`src/rtl/veririscv_avalon_arbiter_pkg.sv`:
```
// Shared types for the veriRISCV 2:1 Avalon-MM arbiter: bus request/response
// structs, owner IDs used in the response-routing FIFO and the grant FSM states.
package veririscv_avalon_arbiter_pkg;

   typedef struct packed {
      logic        read;
      logic        write;
      logic [31:0] address;
      logic [31:0] writedata;
      logic [3:0]  byteenable;
   } avalon_req_t;

   typedef struct packed {
      logic        waitrequest;
      logic        readdatavalid;
      logic [31:0] readdata;
   } avalon_resp_t;

   // Owner IDs stored in the outstanding-read FIFO
   localparam logic ARB_OWNER_IBUS = 1'b0;
   localparam logic ARB_OWNER_DBUS = 1'b1;

   typedef enum logic {
      ARB_IDLE,
      ARB_LOCKED
   } arb_state_e;

   // A host wants the bus whenever it drives a read or a write
   function automatic logic req_active(input avalon_req_t r);
      return r.read | r.write;
   endfunction

endpackage

```
`src/rtl/veririscv_avalon_arbiter_if.sv`:
```
// One Avalon-MM link: request travels master -> slave, response slave -> master.
interface veririscv_avalon_arbiter_if;
   import veririscv_avalon_arbiter_pkg::*;

   avalon_req_t  req;
   avalon_resp_t resp;

   // Handshake: a transfer is accepted in the cycle where the master holds
   // read|write and the slave returns waitrequest=0; the master keeps every
   // request field stable while waitrequest is high. Read data arrives later,
   // in order, qualified by readdatavalid, and is never back-pressured.
   modport master (output req, input  resp);
   modport slave  (input  req, output resp);

endinterface

```
`src/rtl/veririscv_avalon_arbiter_fifo.sv`:
```
// 1-bit-wide synchronous FIFO holding the owner ID of every read accepted by
// the device and not yet answered. Push is refused when full and pop when
// empty; full/empty always reflect the state before this cycle's update.
module veririscv_avalon_arbiter_fifo #(
   parameter int DEPTH = 4
) (
   input  logic                     clk,
   input  logic                     rst,
   input  logic                     push_i,
   input  logic                     pop_i,
   input  logic                     din_i,
   output logic                     dout_o,
   output logic [$clog2(DEPTH):0]   count_o,
   output logic                     empty_o,
   output logic                     full_o
);
   localparam int AW = $clog2(DEPTH);
   localparam int CW = AW + 1;

   logic          mem_q [DEPTH];
   logic [AW-1:0] wr_ptr_q;
   logic [AW-1:0] rd_ptr_q;
   logic [CW-1:0] count_q;
   logic          do_push;
   logic          do_pop;

   assign full_o  = (count_q == CW'(DEPTH));
   assign empty_o = (count_q == '0);
   assign count_o = count_q;
   assign dout_o  = mem_q[rd_ptr_q];
   assign do_push = push_i && !full_o;
   assign do_pop  = pop_i && !empty_o;

   // Pointers and occupancy; pointers wrap naturally because DEPTH is a power of 2
   always_ff @(posedge clk or posedge rst) begin
      if (rst) begin
         wr_ptr_q <= '0;
         rd_ptr_q <= '0;
         count_q  <= '0;
      end else begin
         if (do_push) wr_ptr_q <= wr_ptr_q + AW'(1);
         if (do_pop)  rd_ptr_q <= rd_ptr_q + AW'(1);
         case ({do_push, do_pop})
            2'b10:   count_q <= count_q + CW'(1);
            2'b01:   count_q <= count_q - CW'(1);
            default: count_q <= count_q;
         endcase
      end
   end

   // Storage; contents are meaningless while the FIFO is empty so no reset
   always_ff @(posedge clk) begin
      if (do_push) mem_q[wr_ptr_q] <= din_i;
   end

endmodule

```
`src/rtl/veririscv_avalon_arbiter.sv`:
```
// 2:1 Avalon-MM arbiter merging the veriRISCV ibus and dbus onto one device
// port. Requests are muxed combinationally; read responses are routed back
// in order using an owner-ID FIFO. Fixed priority (dbus wins ties) by default;
// define VERIRISCV_AVALON_ARB_RR_EN for round-robin tie breaking.
module veririscv_avalon_arbiter
   import veririscv_avalon_arbiter_pkg::*;
#(
   parameter int MAX_OUTSTANDING = 4
) (
   input  logic                           clk,
   input  logic                           rst,
   veririscv_avalon_arbiter_if.slave      ibus_if,
   veririscv_avalon_arbiter_if.slave      dbus_if,
   veririscv_avalon_arbiter_if.master     dev_if,
   output logic                           err_orphan_o,
   output arb_state_e                     dbg_state_o,
   output logic [$clog2(MAX_OUTSTANDING):0] dbg_outstanding_o
);
   arb_state_e  state_q;
   logic        owner_q;
   logic        err_q;

   logic        i_act;
   logic        d_act;
   logic        tie_winner;
   logic        gnt_sel;
   logic        gnt_act;
   avalon_req_t gnt_req;
   avalon_req_t dev_req_mux;
   logic        read_blocked;
   logic        host_wait;
   logic        accept;
   logic        push;
   logic        pop;
   logic        orphan;
   logic        rdv;
   logic        head;
   logic        fifo_empty;
   logic        fifo_full;
   avalon_resp_t ibus_resp_mux;
   avalon_resp_t dbus_resp_mux;

   assign i_act = req_active(ibus_if.req);
   assign d_act = req_active(dbus_if.req);

`ifdef VERIRISCV_AVALON_ARB_RR_EN
   logic rr_q;

   // Priority pointer: after an accepted transfer the other host gets the tie
   always_ff @(posedge clk or posedge rst) begin
      if (rst)         rr_q <= ARB_OWNER_DBUS;
      else if (accept) rr_q <= ~gnt_sel;
   end

   assign tie_winner = rr_q;
`else
   assign tie_winner = ARB_OWNER_DBUS;
`endif

   // Grant selection: a held lock wins; otherwise arbitrate among active hosts.
   // An owner that drops its request releases the lock in the same cycle.
   always_comb begin
      gnt_sel = ARB_OWNER_DBUS;
      gnt_act = 1'b0;
      if (state_q == ARB_LOCKED && ((owner_q == ARB_OWNER_DBUS) ? d_act : i_act)) begin
         gnt_sel = owner_q;
         gnt_act = 1'b1;
      end else if (i_act && d_act) begin
         gnt_sel = tie_winner;
         gnt_act = 1'b1;
      end else if (d_act) begin
         gnt_sel = ARB_OWNER_DBUS;
         gnt_act = 1'b1;
      end else if (i_act) begin
         gnt_sel = ARB_OWNER_IBUS;
         gnt_act = 1'b1;
      end
   end

   assign gnt_req      = (gnt_sel == ARB_OWNER_DBUS) ? dbus_if.req : ibus_if.req;
   assign read_blocked = gnt_act && gnt_req.read && fifo_full;
   assign host_wait    = dev_if.resp.waitrequest | read_blocked;
   assign accept       = !rst && gnt_act && !host_wait;
   assign push         = accept && gnt_req.read;

   // Device request: granted host's fields, read suppressed while the FIFO is full
   always_comb begin
      dev_req_mux = gnt_req;
      if (read_blocked) dev_req_mux.read = 1'b0;
      if (rst || !gnt_act) dev_req_mux = '0;
   end

   assign dev_if.req = dev_req_mux;

   // Grant FSM: lock onto the granted host until its transfer is accepted
   always_ff @(posedge clk or posedge rst) begin
      if (rst) begin
         state_q <= ARB_IDLE;
         owner_q <= ARB_OWNER_IBUS;
      end else if (gnt_act && !accept) begin
         state_q <= ARB_LOCKED;
         owner_q <= gnt_sel;
      end else begin
         state_q <= ARB_IDLE;
      end
   end

   veririscv_avalon_arbiter_fifo #(
      .DEPTH (MAX_OUTSTANDING)
   ) u_owner_fifo (
      .clk     (clk),
      .rst     (rst),
      .push_i  (push),
      .pop_i   (pop),
      .din_i   (gnt_sel),
      .dout_o  (head),
      .count_o (dbg_outstanding_o),
      .empty_o (fifo_empty),
      .full_o  (fifo_full)
   );

   assign rdv    = !rst && dev_if.resp.readdatavalid;
   assign pop    = rdv && !fifo_empty;
   assign orphan = rdv && fifo_empty;

   // Host responses: waitrequest only to the granted host, read data to the FIFO head owner
   always_comb begin
      ibus_resp_mux             = '0;
      dbus_resp_mux             = '0;
      ibus_resp_mux.waitrequest = 1'b1;
      dbus_resp_mux.waitrequest = 1'b1;
      if (!rst && gnt_act) begin
         if (gnt_sel == ARB_OWNER_DBUS) dbus_resp_mux.waitrequest = host_wait;
         else                           ibus_resp_mux.waitrequest = host_wait;
      end
      if (pop) begin
         if (head == ARB_OWNER_DBUS) begin
            dbus_resp_mux.readdatavalid = 1'b1;
            dbus_resp_mux.readdata      = dev_if.resp.readdata;
         end else begin
            ibus_resp_mux.readdatavalid = 1'b1;
            ibus_resp_mux.readdata      = dev_if.resp.readdata;
         end
      end
   end

   assign ibus_if.resp = ibus_resp_mux;
   assign dbus_if.resp = dbus_resp_mux;

   // Sticky flag for a response beat that no outstanding read accounts for
   always_ff @(posedge clk or posedge rst) begin
      if (rst)         err_q <= 1'b0;
      else if (orphan) err_q <= 1'b1;
   end

   assign err_orphan_o = err_q;
   assign dbg_state_o  = state_q;

endmodule

```
`src/flat_wrapper.sv`:
```
// flat-port wrapper written by rule: the top's interface ports become plain ports
module veririscv_avalon_arbiter_flat import veririscv_avalon_arbiter_pkg::*;
#(
   parameter int MAX_OUTSTANDING = 4
)
  (clk, rst, err_orphan_o, dbg_state_o, dbg_outstanding_o, ibus_if_req, ibus_if_resp, dbus_if_req, dbus_if_resp, dev_if_req, dev_if_resp);
  veririscv_avalon_arbiter_if ibus_if_i ();
  veririscv_avalon_arbiter_if dbus_if_i ();
  veririscv_avalon_arbiter_if dev_if_i ();
  input  logic clk;
  input  logic rst;
  output logic err_orphan_o;
  output arb_state_e dbg_state_o;
  output logic [$clog2(MAX_OUTSTANDING):0] dbg_outstanding_o;
  input wire logic [$bits(ibus_if_i.req)-1:0] ibus_if_req;
  output wire logic [$bits(ibus_if_i.resp)-1:0] ibus_if_resp;
  input wire logic [$bits(dbus_if_i.req)-1:0] dbus_if_req;
  output wire logic [$bits(dbus_if_i.resp)-1:0] dbus_if_resp;
  output wire logic [$bits(dev_if_i.req)-1:0] dev_if_req;
  input wire logic [$bits(dev_if_i.resp)-1:0] dev_if_resp;
  assign ibus_if_i.req = ibus_if_req;
  assign ibus_if_resp = ibus_if_i.resp;
  assign dbus_if_i.req = dbus_if_req;
  assign dbus_if_resp = dbus_if_i.resp;
  assign dev_if_req = dev_if_i.req;
  assign dev_if_i.resp = dev_if_resp;
  veririscv_avalon_arbiter #(.MAX_OUTSTANDING(MAX_OUTSTANDING)) u_core (.clk(clk), .rst(rst), .ibus_if(ibus_if_i), .dbus_if(dbus_if_i), .dev_if(dev_if_i), .err_orphan_o(err_orphan_o), .dbg_state_o(dbg_state_o), .dbg_outstanding_o(dbg_outstanding_o));
endmodule
```
`config.mk`:
```
export PLATFORM = sky130hd
export DESIGN_NAME = veririscv_avalon_arbiter_flat
export DESIGN_NICKNAME = d
export VERILOG_FILES = /design/src/rtl/veririscv_avalon_arbiter_pkg.sv /design/src/rtl/veririscv_avalon_arbiter_if.sv /design/src/rtl/veririscv_avalon_arbiter_fifo.sv /design/src/rtl/veririscv_avalon_arbiter.sv /design/src/flat_wrapper.sv
export SDC_FILE = /design/constraint.sdc
export NUM_CORES = 1
export LEC_CHECK = 0
export CAP_MARGIN = 10
export CORE_AREA = 3 3 122 124
export CTS_BUF_LIST = sky130_fd_sc_hd__clkbuf_8
export DETAILED_ROUTE_END_ITERATION = 8
export DIE_AREA = 0 0 125 127
export GPL_TIMING_DRIVEN = 0
export RECOVER_POWER = 50
export SLEW_MARGIN = 20
export SYNTH_ARGS = -nofsm -noshare
export SYNTH_HDL_FRONTEND = slang
export SYNTH_HIERARCHICAL = 1
export SYNTH_SLANG_ARGS = --single-unit
```
`constraint.sdc`:
```
create_clock -name clk -period 2.32 [get_ports clk]
set_input_delay 0.58 -clock clk [delete_from_list [all_inputs] [get_ports clk]]
set_output_delay 0.58 -clock clk [all_outputs]
set_load 0.01 [all_outputs]
```
==> metrics.csv, run 1 <==
metric;value;unit
htree_levels;1;
layout-drive-gt1-share;58.18;%
cts.root.buffer_cell;clkbuf_8;
dp_slack;-1.230;ns
yosys-top-cells-count;141 x nand2_1, 60 x a21oi_1, 35 x and2_1;
grtUsageMet2;37.46;%
grt_usage;19.28;%
yosysWarnings;6;
die_w;125;microns
synth.distinct_cells;43;
timing.final.ws_setup;-0.2053;ns
critPathLaunchType;flip-flop;
numCtsBuffers;3;
use_met3;3.595;%
hp-class;in2async;
reg2reg_depth;13;
violations;negative setup slack;
gp_congestion;0.9276;
max-cap-violations;0;
maxSlewHeadroom;81.06;%
num_rows;43;
grt.busiest_layer;met2;
synth_flop_cell;dfrtp_1;
outcome;complete, but fails checks;
drc_errors;0;
cp.required;1.74;ns
io_buffers;318;
peakVddDrop;0.1914;mV
yosysMostFrequentCell;nand2_1;
fmax;396.0;MHz
first_global_vias;4591;
period_share;108.9;%
yosys.area.top_type_share;22.36;%
insertion_delay;0.24;ns
rsz0062_at_grt;yes;
worst_pin_slew;0.2838;ns
fillCellCount;1263;
syn_to_final_growth;225.5;%
power.leakage;3.756;nW
setup_viol;127;
synth_edf_count;4;
syn_inst;377;
ys_async_sr_fraction;71.43;%
gr-total-overflow;0;
start_util;17.05;%
ant_nets;0;
dr.first_iter.drc_count;98;
synth_top_area_cell;nand2_1;
slew_viol_final;0;
diodes;0;
crit_arrival;1.95;ns
hpwl;12260;microns
die_h;127;microns
utilization;55.52;%
hold_violations;0;
seq_area_frac_synth;15.64;%
tritoncts;yes;
fin_crit;2.525;ns
crit_type;reg2out;
vias_per_cell;4.482;
syn-cell-area;2367;sq um
power.density;488.4;nW/um^2
nNetsFinal;965;
drt_wl_total;17560;microns
grt_max_degree;11;
synthTopCellsByArea;nand2_1 22%, a21oi_1 13%, dfrtp_1 11%;
grt_pass1_wl;24760;microns
fp.coreArea;13880;sq um
ys_ff_latch;14;
antenna_found_initial;0;
endpoint_kind;output pin;
clk_path_buf_depth;2;
firstDrtPassIters;4;
ioPinCount;319;
synth_nets;559;
cts_sinks;14;
wl_per_cell;18.26;microns
avgSynthCellArea;6.279;sq um
vias;4312;
crit_fanout;4;
grtUsageMet1;21.58;%
clock_skew;0.003783;ns
die_area;15880;sq um
clkTransAtPathRegs;0.06;ns
fin_hold_ws;0.2956;ns
==> sequential cells by signal, summed over array words and instances (netlist names) <==
| signal | flops |
|---|---|
| u_core/dbg_state_o | 1 |
| u_core/u_owner_fifo/mem_q | 4 |
| u_core/u_owner_fifo/wr_ptr_q | 2 |
| u_core/err_orphan_o | 1 |
| u_core/u_owner_fifo/count_o | 3 |
| u_core/u_owner_fifo/rd_ptr_q | 2 |
| u_core/owner_q | 1 |
==> timing repair <==
item	CTS	global route
pin swaps	65	131
hold buffers	0	0
resized for setup	713	232
gates cloned	14	3
hold endpoints to repair	0	0
buffers inserted	65	17
endpoints found under the setup margin	145	137
==> cells by family after synthesis <==
kind of cell | synth area share [%]
xor gates and xnor gates | 2.220
AOI/OAI and AO/OA | 19.66
muxes | 1.585
buffers and inverters | 10.25
adders and majority gates | 3.488
DFF | 15.65
and+or+nand+nor | 47.15
==> power breakdown <==
group          internal, mW  switching [mW]
clock network         0.117          0.0818
logic                  1.74            1.39
registers             0.347          0.0931
total                  2.20            1.56
==> path summary, 6_finish.rpt <==
check | end | slack (ns) | startpoint
setup / recovery | dev_if_req[59] | -0.21 | u_core/dbg_state_o$_DFF_PP0_
hold / removal | u_core/dbg_state_o$_DFF_PP0_ | 0.30 | rst
setup reg to reg | u_core/u_owner_fifo/count_o[2]$_DFFE_PP0P_ | 0.03 | u_core/owner_q$_DFFE_PP0P_
hold reg to reg | u_core/err_orphan_o$_DFFE_PP0P_ | 0.46 | u_core/err_orphan_o$_DFFE_PP0P_
max in group asynchronous | u_core/u_owner_fifo/count_o[0]$_DFFE_PP0P_ | 1.73 | rst
min in group clk | u_core/err_orphan_o$_DFFE_PP0P_ | 0.46 | u_core/err_orphan_o$_DFFE_PP0P_
==> placed cells by master (no fill, tap or decap), types with 18 or more instances in the layout <==
master           instances
buf_12                  23
buf_2                   78
nand2_1                 36
buf_4                   36
buf_6                   58
clkdlybuf4s50_1        173
dlygate4sd2_1           26
buf_8                   18
nand2_4                 66
a21oi_2                 65
and2_4                  18
and3_1                  32
nand2_2                 39
==> layer usage <==
layer,routed length (microns),vias up
met5,0,-
met4,364,0
met3,1248,24
met2,9558,232
met1,6392,1998
li1,-,2058
==> critical path, cell delays in order, from the launching register on <==
cell and delay (ns):
dfrtp_1 0.39, nor2b_4 0.13, o22a_1 0.19, buf_8 0.15, buf_12 0.12, buf_12 0.12
buf_12 0.12, buf_8 0.12, buf_12 0.12, nand2_4 0.04, a21oi_2 0.04, buf_2 0.14
==> through the flow <==
stage	instance area [sq um]	instances	total power, mW	setup TNS (ns)
after floorplan	2404	377	1.393	-0.01704
after global placement	5812	875	2.491	-140.44
after detailed placement	5812	875	2.526	-144.41
after CTS	6960	957	3.453	-15.44
after global routing	7706	962	4.012	-22.70
final	7706	962	3.763	-11.81
==> area by class of cell <==
| cell class | instances | area (sq um) | share of cell area [%] |
|---|---|---|---|
| Timing Repair Buffer | 405 | 3911 | 50.75 |
| Multi-Input combinational cell | 322 | 2730 | 35.43 |
| Sequential cell | 14 | 375.4 | 4.871 |
| Buffer | 26 | 340.3 | 4.416 |
| Tap cell | 180 | 225.2 | 2.923 |
| Inverter | 9 | 46.29 | 0.6007 |
| Clock buffer | 3 | 41.29 | 0.5358 |
| Timing Repair inverter | 2 | 32.53 | 0.4221 |
| Clock inverter | 1 | 3.754 | 0.04871 |
(Power assumes the default switching activity.)
==> inputs of run 2 (changes only) <==
==> constraint.sdc (replaced) <==
create_clock -name clk -period 2.32 [get_ports clk]
set_input_delay 0.348 -clock clk [delete_from_list [all_inputs] [get_ports clk]]
set_output_delay 0.348 -clock clk [all_outputs]
set_load 0.01 [all_outputs]
==> run 2 against run 1 <==
Net effect: the run now ends clean; combinational power fell by 30%; flip-flop and latch count did not move; die area did not move; sequential share of layout area rose by 1.5 points; critical path depth fell by 3; total power fell by 24%; routed wire length fell by 17%.
==> metrics.csv, run 2 (synthesized netlist as in run 1, its figures left out) <==
metric;value;unit;change
crit_family;simple AND/OR/NAND/NOR gates;;
final_common_cell;clkdlybuf4s50_1;;
vias;3897;;-9.6%
period_share;98.82;%;-10 points
maxSlewHeadroom;78.55;%;-2.5 points
max-cap-violations;0;;unchanged
layout-drive-gt1-share;23.86;%;-34 points
wl_per_cell;16.25;microns;-11%
syn_to_final_growth;146.6;%;
die_w;125;microns;unchanged
dp_slack;-0.9450;ns;+0.2849 ns
cpMaxStageDelayCell;dfrtp_2;;
drc_errors;0;;unchanged
ioPinCount;319;;unchanged
crit_type;reg2out;;
io_buffers;318;;unchanged
num_rows;43;;unchanged
gr-total-overflow;0;;unchanged
setup_viol;0;;-100%
power.density;486.8;nW/um^2;-0.32%
gp_congestion;0.9158;;-1.3%
fin_area;5838;sq um;-24%
worst_pin_slew;0.3207;ns;+0.03687 ns
fp.coreArea;13880;sq um;unchanged
peakVddDrop;0.2252;mV;+18%
critical-path-max-stage-delay;0.45;ns;+0.06 ns
placed_area;5792;sq um;-0.34%
cts.root.buffer_cell;clkbuf_8;;
grt_max_degree;14;;+3
worst_path_most_repeated_cell;buf_6;;
cts_sinks;14;;unchanged
postCtsHoldBufs;0;;unchanged
drt_wl_total;14640;microns;-17%
htree_levels;1;;unchanged
timing.final.ws_setup;0.02732;ns;+0.2327 ns
antenna_found_initial;0;;unchanged
layout_common_cells;176 x clkdlybuf4s50_1, 141 x nand2_1, 58 x a21oi_1;;
numCtsBuffers;3;;unchanged
cp.required;1.97;ns;+0.23 ns
hold_violations;0;;unchanged
clkTransAtPathRegs;0.06;ns;about the same
ant_nets;0;;unchanged
die_h;127;microns;unchanged
first_global_vias;4132;;-10%
firstDrtPassIters;4;;unchanged
tritoncts;yes;;
fin_crit;2.293;ns;-0.2327 ns
endpoint_kind;output pin;;
slew_viol_final;0;;unchanged
critical_path_buf_inv_count;4;;-3
insertion_delay;0.24;ns;about the same
grt_usage;17.06;%;-2.2 points
diodes;0;;unchanged
dr.first_iter.drc_count;124;;+27%
largest_register_ffs;4;;unchanged
start_util;17.05;%;unchanged
critPathLaunchType;flip-flop;;
hpwl;12170;microns;-0.78%
regMostFlops;u_core/u_owner_fifo/mem_q;;
grt_pass1_wl;22350;microns;-9.7%
crit_arrival;1.94;ns;about the same
crit_fanout;8;;+4
power.leakage;2.881;nW;-23%
path_cells;nor3_4 > nor3b_4 > buf_4 > and2b_2 > buf_6 > buf_6 > and2_4 > buf_6;;
outcome;completed;;
fmax;436.2;MHz;+10%
clock_skew;0.0009367;ns;-0.002846 ns
die_area;15880;sq um;unchanged
clk_path_buf_depth;2;;unchanged
rsz0062_at_grt;yes;;
nNetsFinal;904;;-6.3%
vias_per_cell;4.325;;-3.5%
hp-class;in2async;;
## run 2: layout make-up
type | instances | area, sq um
Timing Repair Buffer | 341 | 3004
Buffer | 31 | 294.0
Sequential cell | 14 | 374.1
Fill cell | 1499 | 8043
Tap cell | 180 | 225.2
Clock buffer | 3 | 41.29
Clock inverter | 1 | 3.754
Inverter | 9 | 41.29
Multi-Input combinational cell | 322 | 1854
## run 2: final timing paths
| check | startpoint | end | slack [ns] | cells after the start |
|---|---|---|---|---|
| min in group clk | u_core/err_orphan_o$_DFFE_PP0P_ | u_core/err_orphan_o$_DFFE_PP0P_ | 0.48 | 1 |
| worst min-delay path | rst | u_core/err_orphan_o$_DFFE_PP0P_ | 0.22 | 2 |
| worst min register to register | u_core/err_orphan_o$_DFFE_PP0P_ | u_core/err_orphan_o$_DFFE_PP0P_ | 0.48 | 1 |
| worst max-delay path | u_core/u_owner_fifo/count_o[1]$_DFFE_PP0P_ | ibus_if_resp[22] | 0.03 | 8 |
| worst max register to register | u_core/u_owner_fifo/count_o[0]$_DFFE_PP0P_ | u_core/u_owner_fifo/count_o[2]$_DFFE_PP0P_ | 0.07 | 12 |
| max in group asynchronous | rst | u_core/u_owner_fifo/count_o[1]$_DFFE_PP0P_ | 1.80 | 2 |
## run 2: power breakdown
group | internal, mW | leakage [nW] | switching (mW)
Combinational | 1.19 | 2.71 | 1.01
Clock | 0.117 | 0.0231 | 0.0835
Sequential | 0.346 | 0.146 | 0.0933
Total | 1.65 | 2.88 | 1.19
## run 2: through the flow
stage / utilization (%) / TNS [ns] / hold WS [ns] / instances / power [mW]
2_1_floorplan: - / 0 / 0.1100 / 377 / 1.378
3_3_place_gp: 41.73 / -79.19 / 0.4590 / 875 / 2.471
3_5_place_dp: 41.73 / -85.56 / 0.4757 / 875 / 2.507
4_1_cts: 43.01 / -0.4265 / 0.2358 / 895 / 2.816
5_1_grt: 42.06 / -0.2618 / 0.2552 / 901 / 3.082
6_report: 42.06 / 0 / 0.2236 / 901 / 2.842
## run 2: repair_timing
| item | in CTS | in global routing |
|---|---|---|
| setup buffers | 16 | 7 |
| endpoints found under the setup margin | 140 | 128 |
| pin swaps | 6 | 7 |
| resized for setup | 257 | 158 |
## run 2: metal layers
layer | vias to the layer above | GRT usage, % | part of all wire, %
met3 | 14 | 3.804 | 7.8
met4 | 0 | 3.827 | 1.9
met2 | 219 | 33.19 | 52
li1 | 1925 | - | -
met1 | 1739 | 18.84 | 38
met5 | - | 0 | 0
## run 2: worst reg2reg max path: stages (launching register included)
cell	delay (ns)
dfrtp_2	0.45
nor3b_4	0.28
buf_4	0.17
nor4_4	0.04
nor2b_2	0.15
nor2b_4	0.13
inv_2	0.06
ha_4	0.14
inv_2	0.03
fa_2	0.32
xor2_1	0.14
nor2_1	0.11
xor2_1	0.14
==> inputs of run 3 (changes only) <==
--- a/config.mk
+++ b/config.mk
@@ -12,7 +12,7 @@
 export DIE_AREA = 0 0 125 127
 export GPL_TIMING_DRIVEN = 0
 export RECOVER_POWER = 50
-export SLEW_MARGIN = 20
+export SLEW_MARGIN = 25
 export SYNTH_ARGS = -nofsm -noshare
 export SYNTH_HDL_FRONTEND = slang
 export SYNTH_HIERARCHICAL = 1
==> results of run 3 <==
Final layout, timing and power as in run 2 (identical DEF).
